### src/rtl/serial_adder_ctrl_pkg.sv
// -----------------------------------------------------------------------------
// serial_adder_ctrl_pkg
//
// Shared definitions for the bit-serial adder controller:
//   - state_t : controller state encoding (IDLE / RUN / DONE)
//   - clog2   : ceiling log2, used to size the bit counter
// -----------------------------------------------------------------------------
package serial_adder_ctrl_pkg;

  typedef enum logic [1:0] {
    IDLE = 2'b00,
    RUN  = 2'b01,
    DONE = 2'b10
  } state_t;

  // Ceiling log2 of value; returns 0 for value <= 1.
  function automatic int clog2(input int value);
    int r;
    int v;
    r = 0;
    v = value - 1;
    while (v > 0) begin
      r = r + 1;
      v = v >> 1;
    end
    return r;
  endfunction

endpackage : serial_adder_ctrl_pkg

### src/rtl/serial_adder_ctrl_fa_mux_cell.sv
// -----------------------------------------------------------------------------
// fa_mux_cell
//
// One-bit full adder built from two 4:1 multiplexers. The operand bits form
// the shared select {a, b}; the carry-in (or its inverse, or a constant) is
// steered onto the data inputs.
//
// Ports:
//   a   in  operand A bit
//   b   in  operand B bit
//   c   in  carry in
//   s   out sum bit      = a ^ b ^ c
//   co  out carry out    = majority(a, b, c)
// -----------------------------------------------------------------------------
module fa_mux_cell (
  input  logic a,
  input  logic b,
  input  logic c,
  output logic s,
  output logic co
);

  // Plain 4:1 mux; d[sel] with d[0] selected by sel = 2'b00.
  function automatic logic mux4(input logic [1:0] sel, input logic [3:0] d);
    logic y;
    case (sel)
      2'b00:   y = d[0];
      2'b01:   y = d[1];
      2'b10:   y = d[2];
      default: y = d[3];
    endcase
    return y;
  endfunction

  logic [1:0] sel;
  logic [3:0] sum_d;
  logic [3:0] carry_d;

  assign sel = {a, b};

  // Sum: operands equal -> pass c; operands differ -> invert c.
  assign sum_d   = {c, ~c, ~c, c};
  // Carry: 00 -> 0, one operand set -> propagate c, 11 -> generate.
  assign carry_d = {1'b1, c, c, 1'b0};

  assign s  = mux4(sel, sum_d);
  assign co = mux4(sel, carry_d);

endmodule : fa_mux_cell

### src/rtl/serial_adder_ctrl.sv
// -----------------------------------------------------------------------------
// serial_adder_ctrl
//
// Bit-serial adder controller. On an accepted start the operands are latched
// into right-shifting registers and the carry flip-flop is loaded with cin.
// Each RUN cycle feeds the operand LSBs and the carry through one mux-built
// full-adder cell; the sum bit enters the MSB of a result shift register.
// After WIDTH bits the completed result and final carry are published on
// sum / cout together with a one-cycle done pulse.
//
// A new operation is accepted every WIDTH+2 cycles at best
// (accept, WIDTH bit cycles, one DONE cycle back to IDLE).
//
// Parameters:
//   WIDTH  operand / sum width, 2..32
//
// Ports:
//   clk    in   clock, rising edge
//   rst    in   asynchronous active-high reset
//   start  in   request a new addition (honoured only in IDLE)
//   a, b   in   operands, sampled on the accepting edge
//   cin    in   carry in, sampled on the accepting edge
//   busy   out  high while bits are being processed
//   done   out  one-cycle completion pulse
//   sum    out  result of last completed addition
//   cout   out  carry out of last completed addition
// -----------------------------------------------------------------------------
module serial_adder_ctrl
  import serial_adder_ctrl_pkg::*;
#(
  parameter int WIDTH = 8
) (
  input  logic             clk,
  input  logic             rst,
  input  logic             start,
  input  logic [WIDTH-1:0] a,
  input  logic [WIDTH-1:0] b,
  input  logic             cin,
  output logic             busy,
  output logic             done,
  output logic [WIDTH-1:0] sum,
  output logic             cout
);

  localparam int             CW   = clog2(WIDTH);
  localparam logic [CW-1:0]  LAST = CW'(WIDTH - 1);

  state_t           state_q;
  state_t           state_d;
  logic             busy_d;
  logic             done_d;
  logic             load;
  logic             step;
  logic             finish;

  logic [WIDTH-1:0] a_sh;
  logic [WIDTH-1:0] b_sh;
  logic [WIDTH-1:0] res_sh;
  logic             carry_q;
  logic [CW-1:0]    cnt_q;

  logic             cell_s;
  logic             cell_co;

  fa_mux_cell u_cell (
    .a  (a_sh[0]),
    .b  (b_sh[0]),
    .c  (carry_q),
    .s  (cell_s),
    .co (cell_co)
  );

  // ---------------------------------------------------------------------------
  // Next-state and control decode
  // ---------------------------------------------------------------------------
  always_comb begin
    state_d = state_q;
    load    = 1'b0;
    step    = 1'b0;
    finish  = 1'b0;
    case (state_q)
      IDLE: begin
        if (start) begin
          load    = 1'b1;
          state_d = RUN;
        end
      end
      RUN: begin
        step = 1'b1;
        if (cnt_q == LAST) begin
          finish  = 1'b1;
          state_d = DONE;
        end
      end
      DONE: begin
        state_d = IDLE;
      end
      default: begin
        // Unreachable encoding (2'b11): recover to IDLE without side effects.
        state_d = IDLE;
      end
    endcase
    // busy/done are registered from the next state so the outputs come
    // straight off flops and line up with the state they describe.
    busy_d = (state_d == RUN);
    done_d = (state_d == DONE);
  end

  // ---------------------------------------------------------------------------
  // State and status registers
  // ---------------------------------------------------------------------------
  always_ff @(posedge clk or posedge rst) begin
    if (rst) begin
      state_q <= IDLE;
      busy    <= 1'b0;
      done    <= 1'b0;
    end else begin
      state_q <= state_d;
      busy    <= busy_d;
      done    <= done_d;
    end
  end

  // ---------------------------------------------------------------------------
  // Serial datapath: operand shifters, carry flop, counter, result
  // ---------------------------------------------------------------------------
  always_ff @(posedge clk or posedge rst) begin
    if (rst) begin
      a_sh    <= '0;
      b_sh    <= '0;
      res_sh  <= '0;
      carry_q <= 1'b0;
      cnt_q   <= '0;
      sum     <= '0;
      cout    <= 1'b0;
    end else if (load) begin
      a_sh    <= a;
      b_sh    <= b;
      res_sh  <= '0;
      carry_q <= cin;
      cnt_q   <= '0;
    end else if (step) begin
      a_sh    <= a_sh >> 1;
      b_sh    <= b_sh >> 1;
      res_sh  <= {cell_s, res_sh[WIDTH-1:1]};
      carry_q <= cell_co;
      cnt_q   <= cnt_q + CW'(1);
      // On the last bit the result register has not yet absorbed the
      // current sum bit, so publish the shifted value directly.
      if (finish) begin
        sum  <= {cell_s, res_sh[WIDTH-1:1]};
        cout <= cell_co;
      end
    end
  end

endmodule : serial_adder_ctrl
### config.mk
export PLATFORM = sky130hd
export DESIGN_NAME = serial_adder_ctrl
export DESIGN_NICKNAME = d
export VERILOG_FILES = /design/src/rtl/serial_adder_ctrl_pkg.sv /design/src/rtl/serial_adder_ctrl_fa_mux_cell.sv /design/src/rtl/serial_adder_ctrl.sv
export SDC_FILE = /design/constraint.sdc
export NUM_CORES = 1
export LEC_CHECK = 0
export ABC_AREA = 1
export CORE_UTILIZATION = 51
export CTS_CLUSTER_SIZE = 24
export DETAILED_ROUTE_END_ITERATION = 16
export MAX_ROUTING_LAYER = met4
export PLACE_DENSITY = 0.78
export SLEW_MARGIN = 5
export SYNTH_ARGS = -nofsm -noshare
export SYNTH_HDL_FRONTEND = slang
export SYNTH_HIERARCHICAL = 1
export SYNTH_SLANG_ARGS = --single-unit
export TNS_END_PERCENT = 50
### constraint.sdc
create_clock -name clk -period 1.8 [get_ports clk]
set_input_delay 0.54 -clock clk [delete_from_list [all_inputs] [get_ports clk]]
set_output_delay 0.54 -clock clk [all_outputs]
set_load 0.01 [all_outputs]
# ---- Word-level counts from Yosys, hierarchy flattened
# Index checks and enable logic that the tools add are counted.
dict set report totals {
  ff_bits 41
  latchBits 0
  ram_bits 0
  mem_bits_ro 0
  in_bits 20
  word_cells 44
  memories 0
}
dict set report classes {
  addsub 1
  multipliers 0
  div_mod_pow 0
  order_cmp 0
  eq_ne 6
  n_shift 0
  muxes 20
  n_bitwise 2
  reduce_logical 5
}
# operator count
set ops {}
lappend ops {{2-to-1 mux 8 bit} 6}
lappend ops {{2-to-1 mux 1 bit} 8}
lappend ops {{equality test 2 x 1 -> 1 bit (second input constant)} 3}
lappend ops {{2-to-1 mux 3 bit} 2}
lappend ops {{equality test 2 bit (second input constant)} 2}
lappend ops {{zero test 2 bit} 2}
lappend ops {{2-to-1 mux 2 bit} 2}
lappend ops {{case mux 2 bit (2 select lines)} 1}
lappend ops {{adder 3 x 1 -> 3 bit (second input constant)} 1}
lappend ops {{equality test 3 bit (second input constant)} 1}
lappend ops {{AND reduction 3 bit} 1}
lappend ops {{NOT 1 bit} 2}
lappend ops {{case mux 1 bit (2 select lines)} 1}
lappend ops {{nonzero test 2 bit} 1}
lappend ops {{OR reduction 2 bit} 1}

# ---- Depth between registers and ports, before layout
dict set report logic_depth {
  ltp_word 5
  depth_mapped 6
}

# ---- Cells and area by module
# The synthesis kept the hierarchy.
# mod instances cells_each area_each_um2
set modules_own_cells {}
lappend modules_own_cells {serial_adder_ctrl 1 190 1705.4}
lappend modules_own_cells {fa_mux_cell 1 1 20.0}

# ---- Worst setup path after synthesis
# Ideal clock, no wire load.
dict set report synth_path {
  kind {reg2reg}
  startpoint {register cnt_q[0]}
  endpoint {register sum[7]}
  arrival_time_ps 1085
  required_ps 1683
  path_slack_ps 598
  path_stages_with_launch 7
  period_less_slack_ps 1202
  path_cell_list {dfrtp_1 > ha_1 > ha_1 > inv_1 > nor2_8 > nand2_1 > nand2_1}
}
dict set report synth_via {
  elab_chain_len 4
}
# element line_no
set synth_rtl {}
lappend synth_rtl {{from (decl)} serial_adder_ctrl.sv:60} ;# logic [CW-1:0] cnt_q;
lappend synth_rtl {{from (signal assigned)} serial_adder_ctrl.sv:147} ;# cnt_q <= cnt_q + CW'(1);
lappend synth_rtl {{equality test 3 bit} serial_adder_ctrl.sv:90} ;# if (cnt_q == LAST) begin
lappend synth_rtl {{2-to-1 mux 1 bit} serial_adder_ctrl.sv:90}
lappend synth_rtl {{2-to-1 mux 1 bit} serial_adder_ctrl.sv:81} ;# case (state_q)
lappend synth_rtl {{AND reduction 3 bit (no source line)} -}
lappend synth_rtl {{to (signal assigned)} serial_adder_ctrl.sv:151} ;# sum <= {cell_s, res_sh[WIDTH-1:1]};
lappend synth_rtl {{to (decl)} serial_adder_ctrl.sv:41} ;# output logic [WIDTH-1:0] sum,
# No other way between the ends.
# A chain may end at the register's enable or synchronous reset.

# ---- Final worst setup path
dict set report layout_path {
  startpoint {register done}
  endpoint {output port done}
}
# element line_no
set layout_rtl {}
lappend layout_rtl {{from (decl)} serial_adder_ctrl.sv:40} ;# output logic done,
lappend layout_rtl {{from (signal assigned)} serial_adder_ctrl.sv:120} ;# done <= done_d;
# No word-level cell between the ends.

==> metrics.yaml <==
hold_depth: 2
dr.first_iter.drc_count: 56
end_kind: "output port"
drc: 0
fin_crit_ps: 1740
yosys_warnings: 6
portBuffers: 30
clock_latency_ps: 340
detail_route.wl_per_cell_microns: 12.7
cpMaxStageDelayCell: "clkdlybuf4s50_1"
antenna_found_initial: 0
cellLeakagePower_nw: 1.17
cp-start-kind: "flip-flop"
path_class: "flip-flop to output port"
critPathRequiredTime_ps: 1260
grt_pass1_vias: 1395
cts-buffers-inserted: 5
detail-route-antenna-nets: 0
gr-total-overflow: 0
n_antenna_cell: 0
outcome: "completed"
h-tree-depth: 2
gp_congestion: 0.771
synth_fp_nets: 214
synth.distinct_cells: 15
yosys.area_share.simple: 0.339
cts_root_buffer: "clkbuf_4"
dpl-instance-area_sq_um: 2090
netSwitchingFraction: 0.377
synth-xor-area-share: 0
fill_cells: 266
vias: 1407
r2r_end: "sum[5]"
area_delta_synth_final_pct: 25.1
wl_microns: 3390
start_util: 0.552
grt_usage: 0.233
clock_power_share: 0.132
hpwl_microns: 2300
setup_tns_ps: 0
synth_cells: 191
clockBufferDepth: 2
hold_end: "sum[4]"
critical_path.cell_chain: "clkdlybuf4s50_1"
dieHeight_microns: 60.2
r2r_slack_ps: 350
reg2reg_from: "state_q[1]"
rsz0062_at_grt: "false"
avgSynthCellArea_sq_um: 9.03
cp_max_fo: 1
clk_pin_slew_ps: 110
synthMuxAreaShare: 0
synth_top_family_by_area: "simple AND/OR/NAND/NOR gates"
period_share: 0.966
grt_pass1_wl_microns: 5990
min_path_type: "flip-flop to flip-flop"
slew_headroom: 0.701
ys_seq_elements: 40
cts_tree: "yes"
netlist_area_sq_um: 1730
post-route-util: 0.690
clock_sinks: 40
core-area_sq_um: 3130
io_pins: 31
grt_max_degree: 41
crit_arrival_ps: 1200
synth_compound_area_frac: 0.00870
numPlacedInstances: 260
ys_seq_area_frac: 0.580
p_int_mw: 1.96
maxCapViolCount: 0
yosysTopAreaCell: "dfrtp_1"
clock-skew-final_ps: 3.71
share_comb_of_total_power: 0.398
setup_viol: 0
worst_slack_ps: 61.5
slew_violations: 0
p_per_area_nw_per_um2: 1460
crit_family: "buffers and inverters"
max_freq_mhz: 575
synth_area_leaders: "dfrtp_1 58%, nand3_1 17%, nand2_1 15%"
detailedRoute.firstPassIterationCount: 6
worst_pin_slew_ps: 447
stdcell_area_sq_um: 2160
worstHoldStart: "sum[4]"
nets: 246
dieArea_sq_um: 3620
hold_viol_final: 0
crit_buf_inv: 1
synth_top_area_frac: 0.580
num_rows: 20
post-place-ws_ps: 116
finalNonFillerCells: 267
die_w_microns: 60.2
p_switching_mw: 1.18
synthAdderAreaFrac: 0.0261
critPathMaxStageDelay_ps: 520
drive_above_1_share: 0.0673
ir_worst_vdd_uv: 614
viasPerCell: 5.27
r2r_cells: 6
sequentialPowerShare: 0.470
-- routing by layer --
layer	track usage	wire length, microns	vias to the layer above	part of all wire
met1	0.255	1440	679	0.42
met4	0.0897	68	0	0.020
met2	0.397	1740	34	0.51
met5	-	0	-	0
met3	0.0649	140	9	0.041
li1	-	-	685	-
-- worst max path at each step --
| stage | startpoint | to | slack, ps | cells past startpoint |
|---|---|---|---|---|
| 2_1_floorplan | rst | a_sh[0] | 340 | 1 |
| 3_3_place_gp | start | b_sh[7] | 200 | 6 |
| 3_5_place_dp | start | a_sh[7] | 120 | 6 |
| 4_1_cts | cout | cout | 1 | 1 |
| 5_1_grt | done | done | 20 | 1 |
| 6_report | done | done | 60 | 1 |
-- synth_stat cells (all sizes together) --
| cell | instances |
|---|---|
| nand2 | 68 |
| nand3 | 57 |
| dfrtp | 40 |
| buf | 10 |
| nor2 | 5 |
| inv | 4 |
| o21ai | 3 |
| ha | 2 |
| clkbuf | 1 |
| fa | 1 |
-- power groups by stage --
stage | combinational [mW] | sequential (mW) | clock (mW)
CTS | 1.30 | 1.48 | 0.426
detailed placement | 1.29 | 1.50 | 0
global placement | 1.25 | 1.48 | 0
global route | 1.42 | 1.52 | 0.467
floorplan | 0.791 | 1.50 | 0
finish | 1.25 | 1.48 | 0.414
-- cell type report --
type | instances | area [sq um] | area share
clock buffers | 6 | 41.3 | 0.0191
clock inverters | 1 | 5.00 | 0.00232
inverters | 4 | 15.0 | 0.00696
multi-input cells | 136 | 646 | 0.299
flip-flops and latches | 40 | 1000 | 0.464
well taps | 44 | 55.1 | 0.0255
repair buffers | 36 | 395 | 0.183
-- per-stage QoR --
| stage | hold slack [ps] | power (mW) |
|---|---|---|
| after floorplan | 443 | 2.29 |
| after global placement | 461 | 2.73 |
| after detailed placement | 464 | 2.79 |
| after CTS | 492 | 3.21 |
| after global routing | 504 | 3.41 |
| final | 486 | 3.14 |
-- timing repair --
action                                  CTS  global route
hold buffers                              0             0
endpoints found under the setup margin    0            10
resized for setup                         0            10
setup buffers                             0             0
-- cell usage in the layout, fill, tap and decap left out, drive strengths merged --
cell / n
dfrtp: 40
ha: 2
nor2: 5
fa: 1
inv: 4
clkdlybuf4s50: 20
buf: 6
o21ai: 3
dlymetal6s2s: 10
clkbuf: 6
nand2: 68
nand3: 57
clkinv: 1
-- sequential cells by signal (all words and copies together), names as in the netlist, 2 cells and up --
signal / cells
cnt_q: 3
b_sh: 8
state_q: 2
a_sh: 8
res_sh: 7
sum: 8
-- cell families after synthesis --
kind of cell | after synthesis
AOI/OAI and AO/OA | 3
adders and majority gates | 3
buffers and inverters | 15
DFF | 40
and+or+nand+nor | 130
(Power assumes the default switching activity.)
